File: src/rtl/mem_bus_arbiter.sv
// Two-way arbiter sharing one memory port between I-cache and D-cache, with a watchdog on hung slaves.
// Tie-break: ARB_RR_EN defined selects round-robin; undefined selects fixed priority with D winning.
module mem_bus_arbiter #(
    parameter int A_WIDTH   = 32,
    parameter int TO_CYCLES = 255
) (
    input  logic               clk,
    input  logic               rst,
    input  logic [A_WIDTH-1:0] i_a,
    input  logic               i_strobe,
    output logic [31:0]        i_din,
    output logic               i_ready,
    input  logic [A_WIDTH-1:0] d_a,
    input  logic [31:0]        d_dout,
    input  logic [3:0]         d_wen,
    input  logic [1:0]         d_size,
    input  logic               d_rw,
    input  logic               d_strobe,
    output logic [31:0]        d_din,
    output logic               d_ready,
    output logic [A_WIDTH-1:0] m_a,
    output logic [31:0]        m_din,
    output logic [3:0]         m_wen,
    output logic [1:0]         m_size,
    output logic               m_rw,
    output logic               m_strobe,
    input  logic [31:0]        m_dout,
    input  logic               m_ready,
    output logic               bus_err
);
    localparam int CW = $clog2(TO_CYCLES + 1);

    typedef enum logic [1:0] {S_IDLE, S_BUSY_I, S_BUSY_D} state_t;

    state_t             r_state;
    state_t             w_next;
    logic [A_WIDTH-1:0] r_m_a;
    logic [31:0]        r_m_din;
    logic [3:0]         r_m_wen;
    logic [1:0]         r_m_size;
    logic               r_m_rw;
    logic               r_m_strobe;
    logic               r_bus_err;
    logic [CW-1:0]      r_cnt;
    logic               w_busy;
    logic               w_expire;
    logic               w_done;
    logic               w_grant_i;
    logic               w_grant_d;

    assign w_busy   = (r_state != S_IDLE);
    // m_ready in the expiry cycle takes precedence, so expiry requires its absence
    assign w_expire = w_busy & r_m_strobe & ~m_ready & (r_cnt == CW'(TO_CYCLES - 1));
    assign w_done   = w_busy & r_m_strobe & (m_ready | w_expire);

`ifdef ARB_RR_EN
    logic r_last_d;

    always_ff @(posedge clk) begin
        if (rst)
            r_last_d <= 1'b0;
        else if (w_grant_d)
            r_last_d <= 1'b1;
        else if (w_grant_i)
            r_last_d <= 1'b0;
    end

    always_comb begin
        w_grant_d = 1'b0;
        w_grant_i = 1'b0;
        if (r_state == S_IDLE) begin
            w_grant_d = d_strobe & (~i_strobe | ~r_last_d);
            w_grant_i = i_strobe & ~w_grant_d;
        end
    end
`else
    always_comb begin
        w_grant_d = 1'b0;
        w_grant_i = 1'b0;
        if (r_state == S_IDLE) begin
            w_grant_d = d_strobe;
            w_grant_i = i_strobe & ~d_strobe;
        end
    end
`endif

    always_comb begin
        w_next = r_state;
        case (r_state)
            S_IDLE: begin
                if (w_grant_d)
                    w_next = S_BUSY_D;
                else if (w_grant_i)
                    w_next = S_BUSY_I;
            end
            S_BUSY_I, S_BUSY_D: begin
                if (w_done)
                    w_next = S_IDLE;
            end
            default: w_next = S_IDLE;
        endcase
    end

    always_ff @(posedge clk) begin
        if (rst) begin
            r_state    <= S_IDLE;
            r_m_a      <= '0;
            r_m_din    <= '0;
            r_m_wen    <= '0;
            r_m_size   <= '0;
            r_m_rw     <= 1'b0;
            r_m_strobe <= 1'b0;
            r_bus_err  <= 1'b0;
            r_cnt      <= '0;
        end else begin
            r_state <= w_next;
            if (w_expire)
                r_bus_err <= 1'b1;
            if (w_grant_d) begin
                r_m_a      <= d_a;
                r_m_din    <= d_dout;
                r_m_wen    <= d_wen;
                r_m_size   <= d_size;
                r_m_rw     <= d_rw;
                r_m_strobe <= 1'b1;
                r_cnt      <= '0;
            end else if (w_grant_i) begin
                r_m_a      <= i_a;
                r_m_din    <= '0;
                r_m_wen    <= 4'b0000;
                r_m_size   <= 2'b10;
                r_m_rw     <= 1'b0;
                r_m_strobe <= 1'b1;
                r_cnt      <= '0;
            end else if (w_done) begin
                r_m_strobe <= 1'b0;
            end else if (w_busy) begin
                r_cnt <= r_cnt + CW'(1);
            end
        end
    end

    // A reset landing mid-transaction must not let a late m_ready leak out as a completion
    assign i_ready  = (r_state == S_BUSY_I) & w_done & ~rst;
    assign d_ready  = (r_state == S_BUSY_D) & w_done & ~rst;
    assign i_din    = (r_state == S_BUSY_I) ? (w_expire ? 32'hFFFF_FFFF : m_dout) : 32'h0;
    assign d_din    = (r_state == S_BUSY_D) ? (w_expire ? 32'hFFFF_FFFF : m_dout) : 32'h0;

    assign m_a      = r_m_a;
    assign m_din    = r_m_din;
    assign m_wen    = r_m_wen;
    assign m_size   = r_m_size;
    assign m_rw     = r_m_rw;
    assign m_strobe = r_m_strobe;
    assign bus_err  = r_bus_err;
endmodule

File: config.mk
export PLATFORM = sky130hd
export DESIGN_NAME = mem_bus_arbiter
export DESIGN_NICKNAME = d
export VERILOG_FILES = /design/src/rtl/mem_bus_arbiter.sv
export SDC_FILE = /design/constraint.sdc
export NUM_CORES = 1
export LEC_CHECK = 0
export ABC_AREA = 1
export BUFFER_PORTS_ARGS = -buffer_cell sky130_fd_sc_hd__buf_2
export CAP_MARGIN = 10
export CORE_ASPECT_RATIO = 1.2
export CORE_UTILIZATION = 25
export CTS_CLUSTER_DIAMETER = 100
export DETAILED_ROUTE_END_ITERATION = 16
export PLACE_DENSITY_LB_ADDON = 0.12
export SYNTH_ARGS = -nofsm -noshare
export SYNTH_HDL_FRONTEND = slang
export SYNTH_SLANG_ARGS = --single-unit
export TNS_END_PERCENT = 20
File: constraint.sdc
create_clock -name clk -period 2.6 [get_ports clk]
set_clock_uncertainty 0.15 [all_clocks]
set_input_delay 0.65 -clock clk [delete_from_list [all_inputs] [get_ports clk]]
set_output_delay 0.65 -clock clk [all_outputs]
set_load 0.02 [all_outputs]
; ---- Yosys cells after proc, flatten, opt, wreduce, memory -nomap -nowiden
; Index checks and enable logic that the tools add are counted.
[totals]
latch_bits = 0
inputBits = 140
regBits = 83
mem_count = 0
mem_bits_ro = 0
output_inout_bits = 139
mem_bits_rw = 0
[classes]
magnitude_cmp = 0
bitwise = 14
addsub = 1
n_mux = 22
reduce_logical = 8
n_shift = 0
eq_ne = 5
multipliers = 0
n_div = 0
[ops]
columns = op, n
row1 = two-way mux 32 bit, 7
row2 = two-way mux 2 bit, 5
row3 = bitwise AND 1 bit, 9
row4 = "adder 8 x 1 -> 8 bit, second input constant", 1
row5 = "equality test 8 bit, second input constant", 1
row6 = two-way mux 4 bit, 2
row7 = two-way mux 1 bit, 7
row8 = inverter 1 bit, 4
row9 = case mux 2 bit (2 select lines), 1
row10 = AND reduction 2 bit, 2
row11 = nonzero test 2 bit, 2
row12 = "inequality test 3 bit, second input constant", 1
row13 = nonzero test 3 bit, 1
row14 = OR reduction 3 bit, 1
row15 = "equality test 2 x 1 -> 1 bit, second input constant", 1
row16 = "equality test 2 bit, second input constant", 1
row17 = zero test 2 bit, 1
row18 = "inequality test 2 bit, second input constant", 1
row19 = OR reduction 2 bit, 1
row20 = OR 1 bit, 1

; ---- Logic depth before layout (Yosys ltp)
; Gate-level depths: netlist of the first run.
[logic_depth]
depth_word = 9
ltp_mapped = 9
ltp_nobuf = 9

; ---- Worst setup path before layout of the first run
; Ideal clock, no wire load.
[synth_timing]
path_kind = register to output
startpoint = register r_state[0]
endpoint = output port d_din[0]
path_stages_with_launch = 8
arrival_ps = 1623
required_ps = 1800
setup_slack_ps = 177
cell_sequence = dfxtp_1 -> inv_1 -> ha_1 -> nor2_1 -> nand3_1 -> buf_4 -> buf_6 -> a21oi_1
[synth_between]
elab_chain_cells = 6
[synth_lines]
columns = item, line_no
row1 = start: declaration, 35  ; state_t r_state;
row2 = start signal: assignment, 116  ; r_state <= w_next;
row3 = nonzero test 2 bit, 51  ; assign w_busy = (r_state != S_IDLE);
row4 = bitwise AND 1 bit (3 in series), 53  ; assign w_expire = w_busy & r_m_strobe & ~m_ready & (r_cnt == CW'(TO_CYCLES - 1));
row5 = two-way mux 32 bit, 147  ; assign d_din = (r_state == S_BUSY_D) ? (w_expire ? 32'hFFFF_FFFF : m_dout) : 32'h0;
row6 = two-way mux 32 bit *, 147
row7 = end: declaration, 19  ; output logic [31:0] d_din,
; Mark *: on every way between the ends. The rest lies on a longest branch, timed or not.

; ---- Worst setup path in the final report of the first run
[layout_timing]
startpoint = register r_cnt[3]
endpoint = output port d_din[31]
[layout_between]
elab_chain_cells = 4
[layout_lines]
columns = item, line_no
row1 = start: declaration, 44  ; logic [CW-1:0] r_cnt;
row2 = start signal: assignment, 138  ; r_cnt <= r_cnt + CW'(1);
row3 = equality test 8 bit, 53
row4 = bitwise AND 1 bit, 53
row5 = two-way mux 32 bit (2 in series), 147
; Every way passes these cells.

==> qor.yml, run 1 <==
outcome:
  status: "complete, no violations"
sta:
  hold_violations: 0
  max_freq_mhz: 385
  worst_slack_ns: 0.00157
  maxSlewViolCount: 0
  rsz0062_at_grt: "true"
  worst_pin_slew_ns: 0.538
  setup_tns_ns: 0
  slew-limit-headroom_pct: 64.1
  setup_viol: 0
  finalCritPeriodShare_pct: 99.9
  post-route-min-period_ns: 2.60
final_layout:
  area_growth_pct: 72.7
  layout-drive-gt1-share_pct: 53.4
  seqCellArea_sq_um: 1670
  final_net_count: 894
  post-route-util_pct: 44.9
  diodes: 0
  multiInputGateArea_sq_um: 2090
  design_area_sq_um: 6560
  fillers: 1445
  instances_no_fill: 954
clocking:
  cts-htree-levels: 3
  cts_tree: "done"
  clk_latency_ns: 0.34
  clock-sinks: 83
  ctsLongestPathBuffers: 2
  holdBufCountCts: 0
  cts_buffers: 9
  root_buffer: "clkbuf_16"
  clkTransAtPathRegs_ns: 0.07
place:
  gp_congestion: 0.767
  io_buffer_count: 278
  hpwl_mm: 9.59
  placed_area_sq_um: 5380
  placed_cells: 924
  dpl_worst_slack_ns: 0.103
floorplan:
  die_h_um: 137
  core_sq_um: 14600
  rows: 48
  die_w_um: 114
  io_pins: 279
  die_area_sq_um: 15700
  initial_core_util_pct: 26.0
yosys:
  synth_compound_area_share_pct: 31.1
  yosys-top-cells-area: "dfxtp_1, a21oi_1, a32o_1"
  syn_area_sq_um: 3790
  yosysSeqAreaShare_pct: 43.8
  synth-seq-cells: 83
  synth-adder-area-share_pct: 1.65
  syn_inst: 475
  synth_commonest_cells: "dfxtp_1, a21oi_1, nand2_1, inv_1"
  ys_warn_count: 0
  syn_area_per_cell_sq_um: 7.99
  synth_xor_area_share_pct: 1.38
  syn_nets: 620
  synth-simple-area-share_pct: 11.7
  yosysTopAreaCell: "dfxtp_1"
  synthFlopType: "dfxtp_1"
  async_reset_ff_share_pct: 0
  synthDistinctLibCells: 25
  synth_edf_count: 0
  synth_top_family_by_area: "compound AO/OA/AOI/OAI gates"
  synth_most_common_cell: "dfxtp_1"
  netlist.area_leader.share_pct: 43.8
  synthMuxAreaShare_pct: 0
power_and_ir_drop:
  p_int_w: 0.00311
  peakVddDrop_uv: 315
  combPwrFrac_pct: 42.6
  power_density_nw_per_um2: 785
  p_seq_share_pct: 31.6
  p_clk_share_pct: 25.9
  swShare_pct: 39.5
  p_sw_w: 0.00203
  leakage_nw: 3.06
drt:
  ant_nets: 0
  via_per_inst: 4.78
  wl_per_cell_um: 15.1
  route.detailed.drc: 0
  drtIter0Drc: 166
  vias: 4564
  drt-total-wl_mm: 14.5
  dr.pass1.iters: 4
grt:
  grt-ovfl-total: 0
  grt_pass1_wl_mm: 20.5
  antenna_found_initial: 1
  grt.total_usage_pct: 16.7
  grt_pass1_vias: 4180
  grt_max_degree: 54
worst_setup_path:
  critPathTopFamily: "buffers and inverters"
  path_buf_inv: 3
  endpoint_kind: "output pin"
  crit_arrival_ns: 1.80
  cpPeakStageDelay_ns: 0.38
  critPathMaxFanout: 11
  cp_cell_sequence: "nand2_1 > nor2_4 > nand3_4 > buf_12 > buf_12 > a21oi_1 > buf_4"
  cp_common_cell: "buf_12"
  cp_data_required_time_ns: 1.80
  startpoint_type: "flip-flop"
  worstSetupPathType: "flip-flop to output pin"
  crit_path_top_delay_cell: "dfxtp_1"
worst_hold_path:
  hold_path.class: "flip-flop to flip-flop"
job:
  maxCapViolCount: 0
## layer usage
layer	vias to the layer above	GRT usage, %	share of wire (%)
met4	2	5.56	1.6
met3	20	4.21	7.6
met5	-	0	0.10
li1	2203	-	-
met1	2141	16.9	38
met2	198	33.0	53
## power groups by stage
stage | Combinational, W | Clock, W | Sequential (W)
finish | 0.00219 | 0.00133 | 0.00162
global placement | 0.00191 | 0 | 0.00164
detailed placement | 0.00193 | 0 | 0.00165
floorplan | 0.000942 | 0 | 0.00191
global route | 0.00236 | 0.00142 | 0.00165
CTS | 0.00204 | 0.00137 | 0.00163
## layout make-up
class	instances	share of cell area, %
sequential	83	25.4
tap	200	3.82
multi-input combinational	304	31.8
inverter	47	2.73
clock buffer	11	3.86
clock inverter	5	0.916
timing repair buffer	304	31.4
## cell families after synthesis
logic type | after synthesis
AO/OA/AOI/OAI | 180
XOR/XNOR | 6
adder cells (fa/ha/maj) | 5
buffers and inverters | 88
flip-flops | 83
AND/OR/NAND/NOR | 113
## sequential cells by signal (all words and copies together) (netlist names)
| signal | count |
|---|---|
| m_rw | 1 |
| m_size | 2 |
| m_wen | 4 |
| m_strobe | 1 |
| m_din | 32 |
| m_a | 32 |
| bus_err | 1 |
| r_cnt | 8 |
| r_state | 2 |
## through the flow
step           power, W  hold WS, ns
6_report        0.00514        0.297
5_1_grt         0.00543        0.324
4_1_cts         0.00504        0.302
3_5_place_dp    0.00358        0.288
3_3_place_gp    0.00356        0.285
2_1_floorplan   0.00286        0.306
## cell usage in the layout, fill, tap and decap left out, drive strengths merged, types with 4 or more instances in the layout
cell	n
o31ai	32
ha	5
nand2	66
buf	302
nor2	39
clkbuf	13
inv	48
dfxtp	83
o21ai	33
a32o	38
xnor2	4
nand3	5
a21oi	76
## repair_timing
| item | 4_1_cts | 5_1_grt |
|---|---|---|
| setup endpoints to repair | 66 | 66 |
| gates cloned | 3 | 3 |
| setup buffers | 4 | 4 |
| pin swaps | 3 | 6 |
| resized for setup | 83 | 104 |
## tightest hold or removal path, cell delays in order (launching register included)
cell	delay, ns
dfxtp_1	0.31
inv_1	0.04
a21oi_1	0.05
## worst paths after layout
check               to  depth (start not counted)  slack [ns]        from
min            bus_err                          2        0.30     bus_err
min reg2reg    bus_err                          2        0.30     bus_err
max reg2reg     m_a[5]                          8        0.70  r_state[1]
max          d_din[31]                          7       0.002    r_cnt[3]
Note: power is estimated with default switching activity, not from simulation.
==> run 2, diff against run 1 <==
- BUFFER_PORTS_ARGS: -buffer_cell sky130_fd_sc_hd__buf_2 -> unset
- DONT_BUFFER_PORTS: unset -> 1
==> run 2 against run 1 <==
Against the previous run:
- clock-buffer cell count is 1 lower
- sequential cell count stayed put
- first-iteration DRC count is 34% lower
- sequential share of layout area is 6.2 points higher
- routed wire length is 10% lower
- design area is 20% lower
- utilization is 8.8 points lower
- setup slack better by 0.030 ns
- clock power is 12% lower
- worst hold slack worse by 0.069 ns
- final cell count is 22% lower
- critical path type unchanged
- highest routed layer is now met4
==> qor.yml, run 2 (synthesized netlist as in run 1, its figures left out) <==
final_layout:
  post-route-util_pct: 36.1  # was 44.9%
  instances_no_fill: 744  # was 954
  final_common_cell: "dfxtp_1"  # was buf_2
  diodes: 0  # unchanged
  mostFrequentLayoutCells: "dfxtp_1, buf_4, nand2_1"  # was buf_2, dfxtp_1, nand2_1
  layout-drive-gt1-share_pct: 32.4  # was 53.4%
  area_growth_pct: 38.8  # was 72.7%
  final_net_count: 685  # was 894
place:
  placed_cells: 712  # was 924
  gp_congestion: 0.772  # was 0.767
  hpwl_mm: 8.68  # was 9.59 mm
  dpl_worst_slack_ns: 0.177  # was 0.103 ns
  io_buffer_count: 0  # was 278
clocking:
  clock-sinks: 83  # unchanged
  cts-htree-levels: 3  # unchanged
  root_buffer: "clkbuf_16"  # unchanged
  cts_buffers: 9  # unchanged
  cts_tree: "done"  # unchanged
  clk_latency_ns: 0.33  # was 0.34 ns
  clkTransAtPathRegs_ns: 0.06  # was 0.07 ns
  ctsLongestPathBuffers: 2  # unchanged
drt:
  via_per_inst: 5.10  # was 4.78
  ant_nets: 0  # unchanged
  drt-total-wl_mm: 13.0  # was 14.5 mm
  route.detailed.drc: 0  # unchanged
  drtIter0Drc: 110  # was 166
  dr.pass1.iters: 4  # unchanged
  wl_per_cell_um: 17.5  # was 15.1 um
  vias: 3793  # was 4564
sta:
  slew-limit-headroom_pct: 66.8  # was 64.1%
  worst_slack_ns: 0.0315  # was 0.00157 ns
  worst_pin_slew_ns: 0.497  # was 0.538 ns
  hold_violations: 0  # unchanged
  setup_viol: 0  # unchanged
  max_freq_mhz: 389  # was 385 MHz
  post-route-min-period_ns: 2.57  # was 2.60 ns
  rsz0062_at_grt: "true"  # unchanged
  maxSlewViolCount: 0  # unchanged
  finalCritPeriodShare_pct: 98.8  # was 99.9%
power_and_ir_drop:
  total_power_w: 0.00466  # was 0.00514 W
  power_density_nw_per_um2: 885  # was 785 nW/um^2
  peakVddDrop_uv: 337  # was 315 uV
  leakage_nw: 2.10  # was 3.06 nW
floorplan:
  rows: 48  # unchanged
  io_pins: 279  # unchanged
  die_h_um: 137  # unchanged
  initial_core_util_pct: 26.0  # unchanged
  die_w_um: 114  # unchanged
  die_area_sq_um: 15700  # unchanged
  core_sq_um: 14600  # unchanged
worst_setup_path:
  regToRegSetupSlack_ns: 0.61  # was 0.70 ns
  r2r_cells: 9  # was 8
  crit_path_end: "d_din[26]"  # was d_din[31]
  endpoint_kind: "output pin"  # unchanged
  cp-startpoint: "r_state[1]"  # was r_cnt[3]
  worstSetupPathType: "flip-flop to output pin"  # unchanged
  critPathMaxFanout: 6  # was 11
  rr_startpoint: "r_state[0]"  # was r_state[1]
  cp_data_required_time_ns: 1.80  # about the same
  crit_arrival_ns: 1.77  # was 1.80 ns
  timing.rr.end: "m_a[1]"  # was m_a[5]
  startpoint_type: "flip-flop"  # unchanged
grt:
  antenna_found_initial: 0  # was 1
  grt_max_degree: 55  # was 54
  grt_pass1_vias: 3540  # was 4180
  grt-ovfl-total: 0  # unchanged
  grt.total_usage_pct: 14.9  # was 16.7%
  grt_pass1_wl_mm: 17.9  # was 20.5 mm
outcome:
  status: "complete, no violations"  # unchanged
job:
  maxCapViolCount: 0  # unchanged
worst_hold_path:
  min_from: "rst"  # was bus_err
  hold_path.class: "input pin to flip-flop"  # was flip-flop to flip-flop
run 2: power breakdown:
| part | switching [W] | leakage, nW | internal (W) |
|---|---|---|---|
| combinational | 0.000961 | 1.29 | 0.000584 |
| sequential | 0.000431 | 0.685 | 0.00151 |
| clock | 0.000512 | 0.130 | 0.000663 |
run 2: worst min-delay path by stage:
stage                             to  slack, ns  cells after the start
after floorplan           r_state[1]       0.31                      2
after global placement    r_state[1]       0.31                      2
after detailed placement  r_state[1]       0.32                      2
after CTS                 r_state[0]       0.21                      1
after global routing      r_state[0]       0.21                      1
final                     r_state[0]       0.23                      1
run 2: timing repair:
action	4_1_cts	5_1_grt
buffers inserted	5	7
setup endpoints to repair	65	54
hold buffers	0	0
pin swaps	6	4
cloned	2	3
gates resized for setup	30	53
run 2: stage by stage:
stage / hold slack (ns) / setup TNS, ns / area (sq um)
global placement: 0.315 / 0 / 4460
global route: 0.210 / -1.02 / 5270
detailed placement: 0.317 / 0 / 4460
floorplan: 0.306 / 0 / 3790
CTS: 0.209 / -0.468 / 4940
finish: 0.228 / 0 / 5270
run 2: layout make-up:
class                           instances  area [sq um]
Sequential cell                        83          1670
Clock buffer                           10           239
Clock inverter                          5          30.0
Inverter                               47           176
Tap cell                              200           250
Multi-Input combinational cell        304          1990
Timing Repair Buffer                   95           908
Fill cell                            1511          9330
run 2: critical path: stages (launching register included):
cell and delay [ns]:
dfxtp_2 0.33, inv_2 0.05, ha_4 0.16, nor2_4 0.13, nand3_4 0.14, buf_12 0.18, clkbuf_16 0.16, a21oi_2 0.12
buf_4 0.15
run 2: layer usage:
metal / vias up / global-route usage, % / wire length, um
li1: 1785 / - / -
met1: 1794 / 14.4 / 4630
met2: 201 / 28.9 / 6940
met3: 13 / 5.14 / 1210
met4: 0 / 5.27 / 213
met5: - / 0 / 0
==> run 3, diff against run 2 <==
- ABC_AREA: 1 -> unset
- SETUP_SLACK_MARGIN: unset -> 0.02
==> run 3 against run 2 <==
Against the previous run:
- the flow now finishes with violations (setup timing)
- area after synthesis is 3.0% lower
- synthesized cell count is 19% lower
- sequential share of layout area is 1.3 points higher
- die area is 3.0% lower
- non-clock buffer count is 62 lower
- worst hold slack worse by 0.0020 ns
- setup slack worse by 0.060 ns
- critical path depth is 3 lower
==> qor.yml, run 3 <==
clocking:
  cts_buffers: 9  # unchanged
  cts-htree-levels: 3  # unchanged
  root_buffer: "clkbuf_16"  # unchanged
  ctsLongestPathBuffers: 2  # unchanged
  clk_latency_ns: 0.33  # about the same
  holdBufCountCts: 0  # unchanged
  cts_tree: "done"  # unchanged
  clkTransAtPathRegs_ns: 0.07  # was 0.06 ns
  clock-sinks: 83  # unchanged
power_and_ir_drop:
  peakVddDrop_uv: 306  # was 337 uV
  power_density_nw_per_um2: 1110  # was 885 nW/um^2
  leakage_nw: 1.95  # was 2.10 nW
  total_power_w: 0.00564  # was 0.00466 W
drt:
  via_per_inst: 5.13  # was 5.10
  drt-total-wl_mm: 10.9  # was 13.0 mm
  dr.pass1.iters: 4  # unchanged
  wl_per_cell_um: 18.9  # was 17.5 um
  route.detailed.drc: 0  # unchanged
  vias: 2948  # was 3793
  ant_nets: 0  # unchanged
  drtIter0Drc: 103  # was 110
yosys:
  netlist.area_leader.share_pct: 45.2  # was 43.8%
  async_reset_ff_share_pct: 0  # unchanged
  yosysSeqAreaShare_pct: 45.2  # was 43.8%
  synth_edf_count: 0  # unchanged
  ys_warn_count: 0  # unchanged
  synth_most_common_cell: "dfxtp_1"  # unchanged
  syn_area_sq_um: 3680  # was 3790 sq um
  syn_area_per_cell_sq_um: 9.53  # was 7.99 sq um
  syn_inst: 386  # was 475
  yosys-top-cells-area: "dfxtp_1, o21a_1, a22o_1"  # was dfxtp_1, a21oi_1, a32o_1
  syn_nets: 531  # was 620
  synth-seq-cells: 83  # unchanged
  synth_commonest_cells: "dfxtp_1, o21a_1, a22o_1, nand2_1, o21ai_0"  # was dfxtp_1, a21oi_1, nand2_1, inv_1
  synthFlopType: "dfxtp_1"  # unchanged
  synthDistinctLibCells: 33  # was 25
  yosysTopAreaCell: "dfxtp_1"  # unchanged
worst_setup_path:
  startpoint_type: "flip-flop"  # unchanged
  crit_arrival_ns: 1.83  # was 1.77 ns
  worstSetupPathType: "flip-flop to output pin"  # unchanged
  crit_path_top_delay_cell: "buf_4"  # was dfxtp_2
  cp_data_required_time_ns: 1.80  # about the same
  cp_common_cell: "buf_4"
  path_buf_inv: 3  # was 4
  critPathTopFamily: "buffers and inverters"  # unchanged
  cp_cell_sequence: "buf_4 > ha_1 > buf_4 > nor3b_1 > buf_4"  # was inv_2 > ha_4 > nor2_4 > nand3_4 > buf_12 > clkbuf_16 > a21oi_2 > buf_4
  endpoint_kind: "output pin"  # unchanged
  critPathMaxFanout: 33  # was 6
  cpPeakStageDelay_ns: 0.43  # was 0.33 ns
job:
  maxCapViolCount: 0  # unchanged
final_layout:
  final_common_cell: "dfxtp_1"  # unchanged
  layout-drive-gt1-share_pct: 33.3  # was 32.4%
  area_growth_pct: 37.9  # was 38.8%
  final_net_count: 540  # was 685
  seqCellArea_sq_um: 1670  # about the same
  diodes: 0  # unchanged
  mostFrequentLayoutCells: "dfxtp_1, o21a_4, a22o_1"  # was dfxtp_1, buf_4, nand2_1
  fillers: 1378  # was 1511
  post-route-util_pct: 35.3  # was 36.1%
  multiInputGateArea_sq_um: 2400  # was 1990 sq um
  instances_no_fill: 575  # was 744
outcome:
  status: "finished, violations left"  # was complete, no violations
  violations: "setup timing"
floorplan:
  initial_core_util_pct: 25.6  # was 26.0%
  core_sq_um: 14400  # was 14600 sq um
  die_area_sq_um: 15200  # was 15700 sq um
  io_pins: 279  # unchanged
  rows: 48  # unchanged
  die_w_um: 113  # was 114 um
  die_h_um: 135  # was 137 um
sta:
  slew-limit-headroom_pct: 60.1  # was 66.8%
  max_freq_mhz: 380  # was 389 MHz
  maxSlewViolCount: 0  # unchanged
  setup_viol: 9  # was 0
  finalCritPeriodShare_pct: 101  # was 98.8%
  worst_pin_slew_ns: 0.599  # was 0.497 ns
  whs_ns: 0.226  # was 0.228 ns
  hold_violations: 0  # unchanged
  rsz0062_at_grt: "true"  # unchanged
  worst_slack_ns: -0.0283  # was 0.0315 ns
  post-route-min-period_ns: 2.63  # was 2.57 ns
place:
  dpl_worst_slack_ns: 0.149  # was 0.177 ns
  hpwl_mm: 7.16  # was 8.68 mm
  placed_cells: 540  # was 712
  io_buffer_count: 0  # unchanged
  gp_congestion: 0.713  # was 0.772
grt:
  grt-ovfl-total: 0  # unchanged
  antenna_found_initial: 0  # unchanged
  grt_max_degree: 73  # was 55
  grt_pass1_wl_mm: 15.6  # was 17.9 mm
  grt.total_usage_pct: 13.1  # was 14.9%
  grt_pass1_vias: 2877  # was 3540
worst_hold_path:
  hold_path.class: "input pin to flip-flop"  # unchanged
==> run 3: cell types whose count changed after synthesis, moves of 4 or more <==
cell | before | now
a32o_1 | 38 | 0
o21a_1 | 0 | 66
nand2_1 | 64 | 37
mux2i_1 | 0 | 33
inv_1 | 44 | 7
o31ai_1 | 32 | 2
a21oi_1 | 76 | 5
o21ai_0 | 26 | 36
nor2_1 | 38 | 7
buf_6 | 5 | 0
a22o_1 | 0 | 39
o21ai_1 | 6 | 0
buf_2 | 17 | 13
==> run 3: cells by family after synthesis <==
logic type / after synthesis / synth area share, %
adder cells (fa/ha/maj): 5 / 1.70
AO/OA/AOI/OAI: 157 / 30.7
buffers and inverters: 42 / 4.76
multiplexers: 33 / 8.98
XOR/XNOR: 2 / 0.476
flip-flops: 83 / 45.2
AND/OR/NAND/NOR: 64 / 8.26
==> run 3: stage by stage <==
stage | TNS [ns] | cell area [sq um]
finish | -0.0540 | 5070
global route | -7.10 | 5070
CTS | -1.29 | 4930
detailed placement | 0 | 3930
global placement | 0 | 3930
floorplan | 0 | 3680
==> run 3: where the power goes <==
group / leakage, nW / internal [W] / total [W] / switching [W]
sequential: 0.685 / 0.00159 / 0.00217 / 0.000579
clock: 0.151 / 0.000783 / 0.00133 / 0.000547
combinational: 1.11 / 0.000944 / 0.00214 / 0.00120
total: 1.95 / 0.00332 / 0.00564 / 0.00232
==> run 3: repair_timing <==
action	CTS	global route
pin swaps	5	7
gates resized for setup	141	15
setup endpoints to repair	66	66
cloned	5	2
buffers inserted	11	1
==> run 3: path summary, 6_finish.rpt <==
kind	start	to	slack, ns	cells after the start
max reg2reg	r_state[1]	r_cnt[7]	0.62	7
min reg2reg	r_cnt[3]	r_cnt[3]	0.37	2
max	r_state[0]	i_ready	-0.03	5
min	rst	bus_err	0.23	1
==> run 3: layer usage <==
| layer | vias up | global-route usage, % | share of wire (%) |
|---|---|---|---|
| li1 | 1416 | - | - |
| met1 | 1383 | 13.3 | 36 |
| met2 | 143 | 25.2 | 55 |
| met3 | 6 | 3.77 | 7.1 |
| met4 | 0 | 4.89 | 1.3 |
| met5 | - | 0 | 0 |
==> run 3: area by class of cell <==
class	instances	area share [%]
Clock buffer	10	4.71
Clock inverter	6	1.41
Inverter	7	0.567
Multi-Input combinational cell	261	47.3
Sequential cell	83	32.9
Tap cell	175	4.32
Timing Repair Buffer	33	8.78
